==> src/rtl/window_gather.sv <==
// window_gather: gathers NUM_INPUT signed samples into a window; in: clk, rst_n, in_valid, in_data, flush, out_ready; out: in_ready, out_valid, out_data[0..N-1] (0 = oldest)
module window_gather #(
  parameter int NUM_INPUT = 2,
  parameter int WIDTH_IN  = 8,
  parameter bit SLIDING   = 1'b1
) (
  input  logic                       clk,
  input  logic                       rst_n,
  input  logic                       in_valid,
  output logic                       in_ready,
  input  logic signed [WIDTH_IN-1:0] in_data,
  input  logic                       flush,
  output logic                       out_valid,
  input  logic                       out_ready,
  output logic signed [WIDTH_IN-1:0] out_data [NUM_INPUT]
);
  localparam int CW = $clog2(NUM_INPUT + 1);
  typedef enum logic [1:0] {FILL, FULL, HOLD} state_t;
  state_t state_q, state_d;
  logic [CW-1:0] cnt_q, cnt_d;
  logic signed [WIDTH_IN-1:0] data_q [NUM_INPUT];
  logic signed [WIDTH_IN-1:0] data_d [NUM_INPUT];
  logic in_acc, out_acc;
  if (NUM_INPUT < 1 || WIDTH_IN < 1) begin : g_bad_params
    $error("window_gather: NUM_INPUT and WIDTH_IN must both be >= 1");
  end
  assign in_ready  = rst_n && !flush && (state_q != FULL || (SLIDING && out_ready));
  assign out_valid = state_q == FULL;
  assign in_acc    = in_valid && in_ready;
  assign out_acc   = out_valid && out_ready;
  assign out_data  = data_q;
  always_comb begin
    data_d  = data_q;
    state_d = state_q;
    cnt_d   = cnt_q;
    if (in_acc) begin
      for (int k = 0; k < NUM_INPUT - 1; k++) data_d[k] = data_q[k+1];
      data_d[NUM_INPUT-1] = in_data;
    end
    if (flush) begin
      state_d = FILL;
      cnt_d   = '0;
    end else begin
      case (state_q)
        FILL: if (in_acc) begin
          cnt_d   = cnt_q + CW'(1);
          state_d = (cnt_d == CW'(NUM_INPUT)) ? FULL : FILL;
        end
        FULL: if (out_acc) begin
          if (!SLIDING) begin
            state_d = FILL;
            cnt_d   = '0;
          end else if (!in_acc) state_d = HOLD;
        end
        HOLD: if (in_acc) state_d = FULL;
        default: state_d = FILL;
      endcase
    end
  end
  always_ff @(posedge clk or negedge rst_n) begin
    if (!rst_n) begin
      state_q <= FILL;
      cnt_q   <= '0;
      for (int k = 0; k < NUM_INPUT; k++) data_q[k] <= '0;
    end else begin
      state_q <= state_d;
      cnt_q   <= cnt_d;
      data_q  <= data_d;
    end
  end
endmodule

==> config.mk <==
export PLATFORM = sky130hd
export DESIGN_NAME = window_gather
export DESIGN_NICKNAME = d
export VERILOG_FILES = /design/src/rtl/window_gather.sv
export SDC_FILE = /design/constraint.sdc
export NUM_CORES = 1
export LEC_CHECK = 0
export CELL_PAD_IN_SITES_DETAIL_PLACEMENT = 0
export CELL_PAD_IN_SITES_GLOBAL_PLACEMENT = 1
export CORE_UTILIZATION = 32
export CTS_BUF_LIST = sky130_fd_sc_hd__clkbuf_2 sky130_fd_sc_hd__clkbuf_4 sky130_fd_sc_hd__clkbuf_8
export CTS_CLUSTER_SIZE = 25
export DETAILED_ROUTE_END_ITERATION = 8
export PLACE_DENSITY = 0.89
export SETUP_SLACK_MARGIN = 0.02
export SYNTH_ARGS = -nofsm -noshare
export SYNTH_HDL_FRONTEND = slang
export SYNTH_SLANG_ARGS = --single-unit
==> constraint.sdc <==
create_clock -name clk -period 1.42 [get_ports clk]
set_input_delay 0.142 -clock clk [delete_from_list [all_inputs] [get_ports clk]]
set_output_delay 0.142 -clock clk [all_outputs]
set_load 0.02 [all_outputs]
### After elaboration in Yosys (flattened, before gate mapping)

Cells that the tools add are included.

| storage, ports and cells | value |
|---|---|
| flip-flop bits (word level) | 20 |
| bits in latches | 0 |
| bits in writable memories | 0 |
| ROM bits | 0 |
| bits of input ports | 13 |
| output and inout bits | 18 |
| word-level logic and storage cells | 34 |
| memories | 0 |

| cells by class | value |
|---|---|
| $add $sub $neg | 1 |
| multiply operators | 0 |
| divide/modulo/power cells | 0 |
| $lt $le $gt $ge | 0 |
| equal/unequal tests | 8 |
| shifts and indexed selects | 0 |
| mux-type cells | 10 |
| bitwise logic cells | 0 |
| reduce and logical (&&, ||, !) cells | 11 |

Operators with widths:

| kind | number |
|---|---|
| two-way mux 2 bit | 8 |
| != test 3 bit (second input constant) | 3 |
| one-hot mux 2 bit (3 select lines) | 1 |
| == test 2 bit (second input constant) | 2 |
| logical AND 1 bit | 4 |
| AND reduction 4 bit | 1 |
| nonzero test 2 bit | 2 |
| != test 3 x 2 -> 1 bit (second input constant) | 1 |
| adder 2 x 1 -> 2 bit (second input constant) | 1 |
| == test 2 x 1 -> 1 bit (second input constant) | 1 |
| zero test 2 bit | 1 |
| != test 2 x 1 -> 1 bit (second input constant) | 1 |
| AND reduction 2 bit | 1 |
| zero test 1 bit | 1 |
| logical OR 1 bit | 1 |
| two-way mux 1 bit | 1 |

### Logic depth before layout (Yosys ltp)

Gate-level depths: netlist of the first run.

| depth | value |
|---|---|
| depth in word-level cells | 8 |
| mapped depth | 5 |
| gate-level depth less buffers | 5 |

### Least setup slack after synthesis of the first run

Ideal clock, no wire load.

| timing | value |
|---|---|
| path kind | register to register |
| start point | reg state_q[0] |
| end point | reg data_q (netlist bit out_data[0]) |
| setup time | 0.125 ns |
| data arrival time | 1.377 ns |
| required time | 1.295 ns |
| setup slack | -0.082 ns |
| stages on the path, launching flop included | 5 |
| buffers on the path | 1 |
| period minus slack after synthesis | 1.502 ns |
| path through | dfrtp_1 > nor3b_2 > nor3_4 > buf_8 > mux2_2 |

| on the way | value |
|---|---|
| word-level cells in the longest chain between the ends | 4 |

Ends and longest elaborated chain:

| item | line | source |
|---|---|---|
| from (decl) | 19 | `state_t state_q, state_d;` |
| from (signal assigned) | 66 | `state_q <= state_d;` |
| != test 2 x 1 -> 1 bit | 27 | `assign in_ready = rst_n && !flush && (state_q != FULL \|\| (SLIDING && out_ready));` |
| logical OR 1 bit | 27 |  |
| logical AND 1 bit | 27 |  |
| logical AND 1 bit | 29 | `assign in_acc = in_valid && in_ready;` |
| to (signal assigned) | 68 | `data_q <= data_d;` |
| to (decl) | 21 | `logic signed [WIDTH_IN-1:0] data_q [NUM_INPUT];` |

Every way passes these cells.
A chain may end at the register's enable or synchronous reset.

### Worst setup path in the final report of the first run

| timing | value |
|---|---|
| start point | reg state_q[0] |
| end point | reg data_q (netlist bit out_data[5]) |

The elaborated chain is that of the path after synthesis.

==> results_dict.tcl, run 1 <==
set metrics [dict create \
    netlist_instances 56 \
    fp.dieW_um 53.0 \
    irDropWorstVdd_mv 0.629 \
    grt_pass1_vias 622 \
    wl_per_cell_um 12.3 \
    root_buffer "clkbuf_4" \
    drv_cap 0 \
    crit_path_start_kind "register" \
    gr-usage-all-layers_pct 13.6 \
    floorplan.initialDensity_pct 33.6 \
    drv_slew 0 \
    leakagePower_nw 0.572 \
    die_area_um2 2810 \
    rows 18 \
    clk_pin_slew_worst_paths_ns 0.11 \
    gp_congestion 0.631 \
    status "finished clean" \
    regToRegSetupSlack_ns 0.03 \
    yosys.area.top_type "dfrtp_1" \
    cts.htree.levels 1 \
    portBuffers 30 \
    regArea_um2 500 \
    routed_wl_mm 1.59 \
    multi_input_area_um2 328 \
    cp_data_required_time_ns 1.60 \
    layout-drive-gt1-share_pct 37.4 \
    syn_area_um2 833 \
    ios 31 \
    netlist_top_cells_area "dfrtp_1 60%, mux2_2 22%, nor3_4 2.0%, buf_8 1.8%, and4bb_2 1.5%" \
    fin_setup_tns_ns 0 \
    fin_skew_ns 0.00292 \
    utilization_pct 51.0 \
    slew_headroom_pct 85.3 \
    drtPass1Iterations 1 \
    power_mw 1.61 \
    cts_tree "done" \
    dr_total_vias 594 \
    drt_iter0_markers 0 \
    fp.dieH_um 53.0 \
    fin_crit_ns 1.39 \
    ys_ff_latch 20 \
    area_delta_synth_final_pct 51.7 \
    worstSetupPathType "reg -> reg" \
    yosysWarnings 0 \
    grt_pass1_wl_mm 2.69 \
    cts_hold_buf 0 \
    placed_area_um2 1250 \
    dp_hpwl_mm 1.21 \
    grt_setup_unrepaired "true" \
    instances_no_fill 129 \
    cts_sinks 20 \
    clock.fmax_mhz 720 \
    via_per_inst 4.60 \
    route.detailed.drc 0 \
    core_um2 2480 \
    hold_viol 0 \
    yosysUniqueCellTypes 18 \
    setup_violations 0 \
    cts_buffer_depth 2 \
    fillCellCount 233 \
    antenna_found_initial 0 \
    final_nets 114 \
    worstSkewPairLatency_ns 0.29 \
    placed_cells 125 \
    powerDensity_nw_per_um2 1270 \
    cp_data_arrival_time_ns 1.57 \
    crit_fanout 17 \
    ys_seq_area_share_pct 60.1 \
    finalCritPeriodShare_pct 97.7 \
    ant_nets 0 \
    synth_area_per_cell_um2 14.9 \
    worstMarginPinSlew_ns 0.221 \
    antenna_cells 0 \
    hp-class "in -> async" \
    numCtsBuffers 3 \
    setup.worst_path.end_class "register" \
    overflow 0 \
    fin_area_um2 1260 \
    grt_max_degree 18 \
    syn-num-nets 70 \
    synth_top_area_share_pct 60.1 \
]
[synthesized netlist by cell type]
| library cell | number |
|---|---|
| dfrtp_1 | 20 |
| mux2_2 | 16 |
| nor2_1 | 3 |
| a21oi_1 | 2 |
| nor3_1 | 2 |
| a211oi_1 | 1 |
| and2b_1 | 1 |
| and4bb_2 | 1 |
| buf_8 | 1 |
| ha_1 | 1 |
| inv_1 | 1 |
| nand2_1 | 1 |
| nor2b_1 | 1 |
| nor3_4 | 1 |
| nor3b_1 | 1 |
| nor3b_2 | 1 |
| o21a_1 | 1 |
| xnor2_1 | 1 |
[logic make-up after synthesis]
family	synth area share, %
compound gates	3.00
flops	60.1
buf+inv	2.25
simple gates	10.5
xor+xnor	1.05
mux	21.6
fa+ha+maj	1.50
[final timing paths]
check,start,to,cells after the start
max,state_q[0],out_data[5],4
min,rst_n,out_data[15],2
max reg2reg,state_q[0],out_data[5],4
min reg2reg,out_data[13],out_data[13],1
max in group asynchronous,rst_n,state_q[1],2
min in group clk,in_data[3],out_data[3],2
[layout make-up]
type	instances	area share [%]
tap	30	2.97
multi-input combinational	34	25.9
inverter	1	0.297
timing repair buffer	40	28.3
clock buffer	4	2.87
sequential	20	39.6
[flip-flops by register name (all words and copies together) (netlist names)]
signal,count
cnt_q,2
out_data,16
state_q,2
[metal layers]
layer / global-route usage, % / vias up / wire (um)
met5: 0 / - / 0
met4: 5.26 / 0 / 0
met3: 2.87 / 0 / 74
met2: 22.4 / 17 / 823
met1: 17.2 / 291 / 689
li1: - / 286 / -
[worst max-delay path, stage by stage, from the launching register on]
cell and delay [ns]:
dfrtp_1 0.39, nor3b_4 0.16, nor3_4 0.20, buf_12 0.18, mux2_2 0.34
[layout by cell type, fill, tap and decap left out]
cell type,instances
dfrtp_1,20
mux2_2,16
dlygate4sd2_1,16
clkdlybuf4s50_1,12
buf_4,9
nor2_1,3
clkbuf_4,3
nor3_1,2
a21oi_1,2
buf_2,2
inv_1,1
nor3b_4,1
nor3b_1,1
nand2_1,1
nor3_4,1
nor2b_2,1
o21a_1,1
and4bb_2,1
xnor2_1,1
and2b_1,1
a211oi_2,1
ha_1,1
clkbuf_8,1
buf_12,1
[where the power goes]
| part | total, mW | internal (mW) | switching [mW] |
|---|---|---|---|
| clock network | 0.319 | 0.156 | 0.163 |
| registers | 0.757 | 0.693 | 0.0645 |
| logic | 0.534 | 0.263 | 0.272 |
[repair_timing]
action | CTS | global route
resized for setup | 25 | 2
setup buffers | 0 | 0
endpoints found under the setup margin | 20 | 19
pin swaps | 1 | 0
[metrics by stage]
stage	hold slack, ns	worst slack, ns
6_report	0.227	0.0321
5_1_grt	0.225	-0.0304
4_1_cts	0.221	0.0128
3_5_place_dp	0.496	-0.278
3_3_place_gp	0.491	-0.240
2_1_floorplan	-0.154	-0.0755
No activity file was read; power rests on OpenSTA's default activity.
==> run 2, diff against run 1 <==
GPL_ROUTABILITY_DRIVEN = 0   (was unset)
==> results of run 2 <==
The final DEF is identical to that of run 1; final timing and power are the same.
==> run 3, diff against run 2 <==
CELL_PAD_IN_SITES_DETAIL_PLACEMENT = unset   (was 0)
CELL_PAD_IN_SITES_GLOBAL_PLACEMENT = unset   (was 1)
CORE_UTILIZATION = 40   (was 32)
PLACE_DENSITY = 0.88   (was 0.89)
==> results_dict.tcl, run 3 (synthesis results as in run 1) <==
set metrics [dict create \
    final_common_cell "dfrtp_1" \
    grt_pass1_vias 575 \
    drtPass1Iterations 4 \
    root_buffer "clkbuf_4" \
    multi_input_area_um2 325 \
    fin_setup_tns_ns 0 \
    drt_iter0_markers 2 \
    cts_buffer_depth 2 \
    drv_cap 0 \
    grt_setup_unrepaired "true" \
    die_area_um2 2270 \
    powerDensity_nw_per_um2 1210 \
    clock.fmax_mhz 707 \
    placed_area_um2 1230 \
    core_um2 1960 \
    final_nets 116 \
    area_delta_synth_final_pct 58.0 \
    setup_violations 0 \
    instances_no_fill 127 \
    floorplan.initialDensity_pct 42.5 \
    ios 31 \
    dp_hpwl_mm 1.26 \
    leakagePower_nw 0.622 \
    antenna_found_initial 0 \
    fin_skew_ns 0.00582 \
    placed_cells 120 \
    fillCellCount 163 \
    largest_reg_flops 16 \
    numCtsBuffers 3 \
    grt_max_degree 18 \
    crit_path_start_kind "register" \
    worstSkewPairLatency_ns 0.28 \
    portBuffers 30 \
    cts_tree "done" \
    hp-class "in -> async" \
    utilization_pct 67.1 \
    layout_common_cells "19 x dfrtp_1, 16 x mux2_2, 12 x clkdlybuf4s50_1, 12 x dlygate4sd2_1, 9 x buf_4" \
    gr-usage-all-layers_pct 14.4 \
    cp_data_required_time_ns 1.60 \
    via_per_inst 4.92 \
    power_mw 1.59 \
    drv_slew 0 \
    finalCritPeriodShare_pct 99.7 \
    dr_total_vias 625 \
    crit_fanout 8 \
    setup.worst_path.end_class "register" \
    overflow 0 \
    wl_per_cell_um 15.3 \
    ant_nets 0 \
    status "finished clean" \
    ff2ff_path_depth 5 \
    fp.dieH_um 47.6 \
    layout-drive-gt1-share_pct 39.0 \
    hold_viol 0 \
    cts_sinks 20 \
    grt_pass1_wl_mm 2.23 \
    irDropWorstVdd_mv 0.772 \
    route.detailed.drc 0 \
    cts_hold_buf 0 \
    regArea_um2 502 \
    cts.htree.levels 1 \
    worstSetupPathType "reg -> reg" \
    worstMarginPinSlew_ns 0.264 \
    slew_headroom_pct 82.5 \
    routed_wl_mm 1.94 \
    clk_pin_slew_worst_paths_ns 0.10 \
    cp_data_arrival_time_ns 1.59 \
    fp.dieW_um 47.6 \
    rows 16 \
    antenna_cells 0 \
    fin_area_um2 1320 \
    fin_crit_ns 1.42 \
]
run 3: cell types whose count changed in the layout (fill, tap and decap cells not counted), sizes merged:
cell          delta
clkbuf           +1
dlygate4sd2      -4
dlymetal6s2s     +4
run 3: layout make-up:
type / instances / area share (%)
Clock buffer: 3 / 1.71
Inverter: 1 / 0.285
Multi-Input combinational cell: 34 / 24.7
Sequential cell: 20 / 38.1
Tap cell: 27 / 2.57
Timing Repair Buffer: 42 / 32.6
run 3: critical path, stage by stage (launching register included):
cell	delay, ns
dfrtp_1	0.39
nor3b_4	0.16
nor3_4	0.12
buf_6	0.15
clkbuf_16	0.15
mux2_2	0.33
run 3: layer usage:
metal  vias up  GRT usage [%]  part of all wire, %
met5         -              0                    0
met4         0           7.22                  1.2
met3         2           2.64                  2.9
met2        17           26.8                   54
met1       318           15.5                   42
li1        288              -                    -
run 3: report_power, final:
part           total [mW]  internal [mW]  switching (mW)  leakage, nW
logic               0.582          0.292           0.290        0.365
clock network       0.249         0.0983           0.151       0.0138
registers           0.758          0.693          0.0649        0.244
total                1.59           1.08           0.506        0.622
run 3: metrics by stage:
step           worst slack [ns]  hold slack (ns)
2_1_floorplan           -0.0755           -0.154
3_3_place_gp             -0.247            0.490
3_5_place_dp             -0.277            0.499
4_1_cts                0.000494            0.201
5_1_grt                 -0.0438            0.246
6_report                0.00488            0.232
run 3: path summary, 6_finish.rpt:
kind                              start      endpoint  slack [ns]
max                          state_q[0]   out_data[1]       0.005
min                               rst_n    state_q[0]        0.23
max reg2reg                  state_q[0]   out_data[1]       0.005
min reg2reg                out_data[10]  out_data[10]        0.51
max in group asynchronous         rst_n  out_data[14]        0.97
min in group clk             in_data[0]   out_data[0]        0.46
run 3: timing repair:
action	CTS	global route
buffers inserted	0	9
setup endpoints to repair	30	22
resized for setup	21	9
pin swaps	1	1
hold endpoints to repair	0	0
cloned	0	2
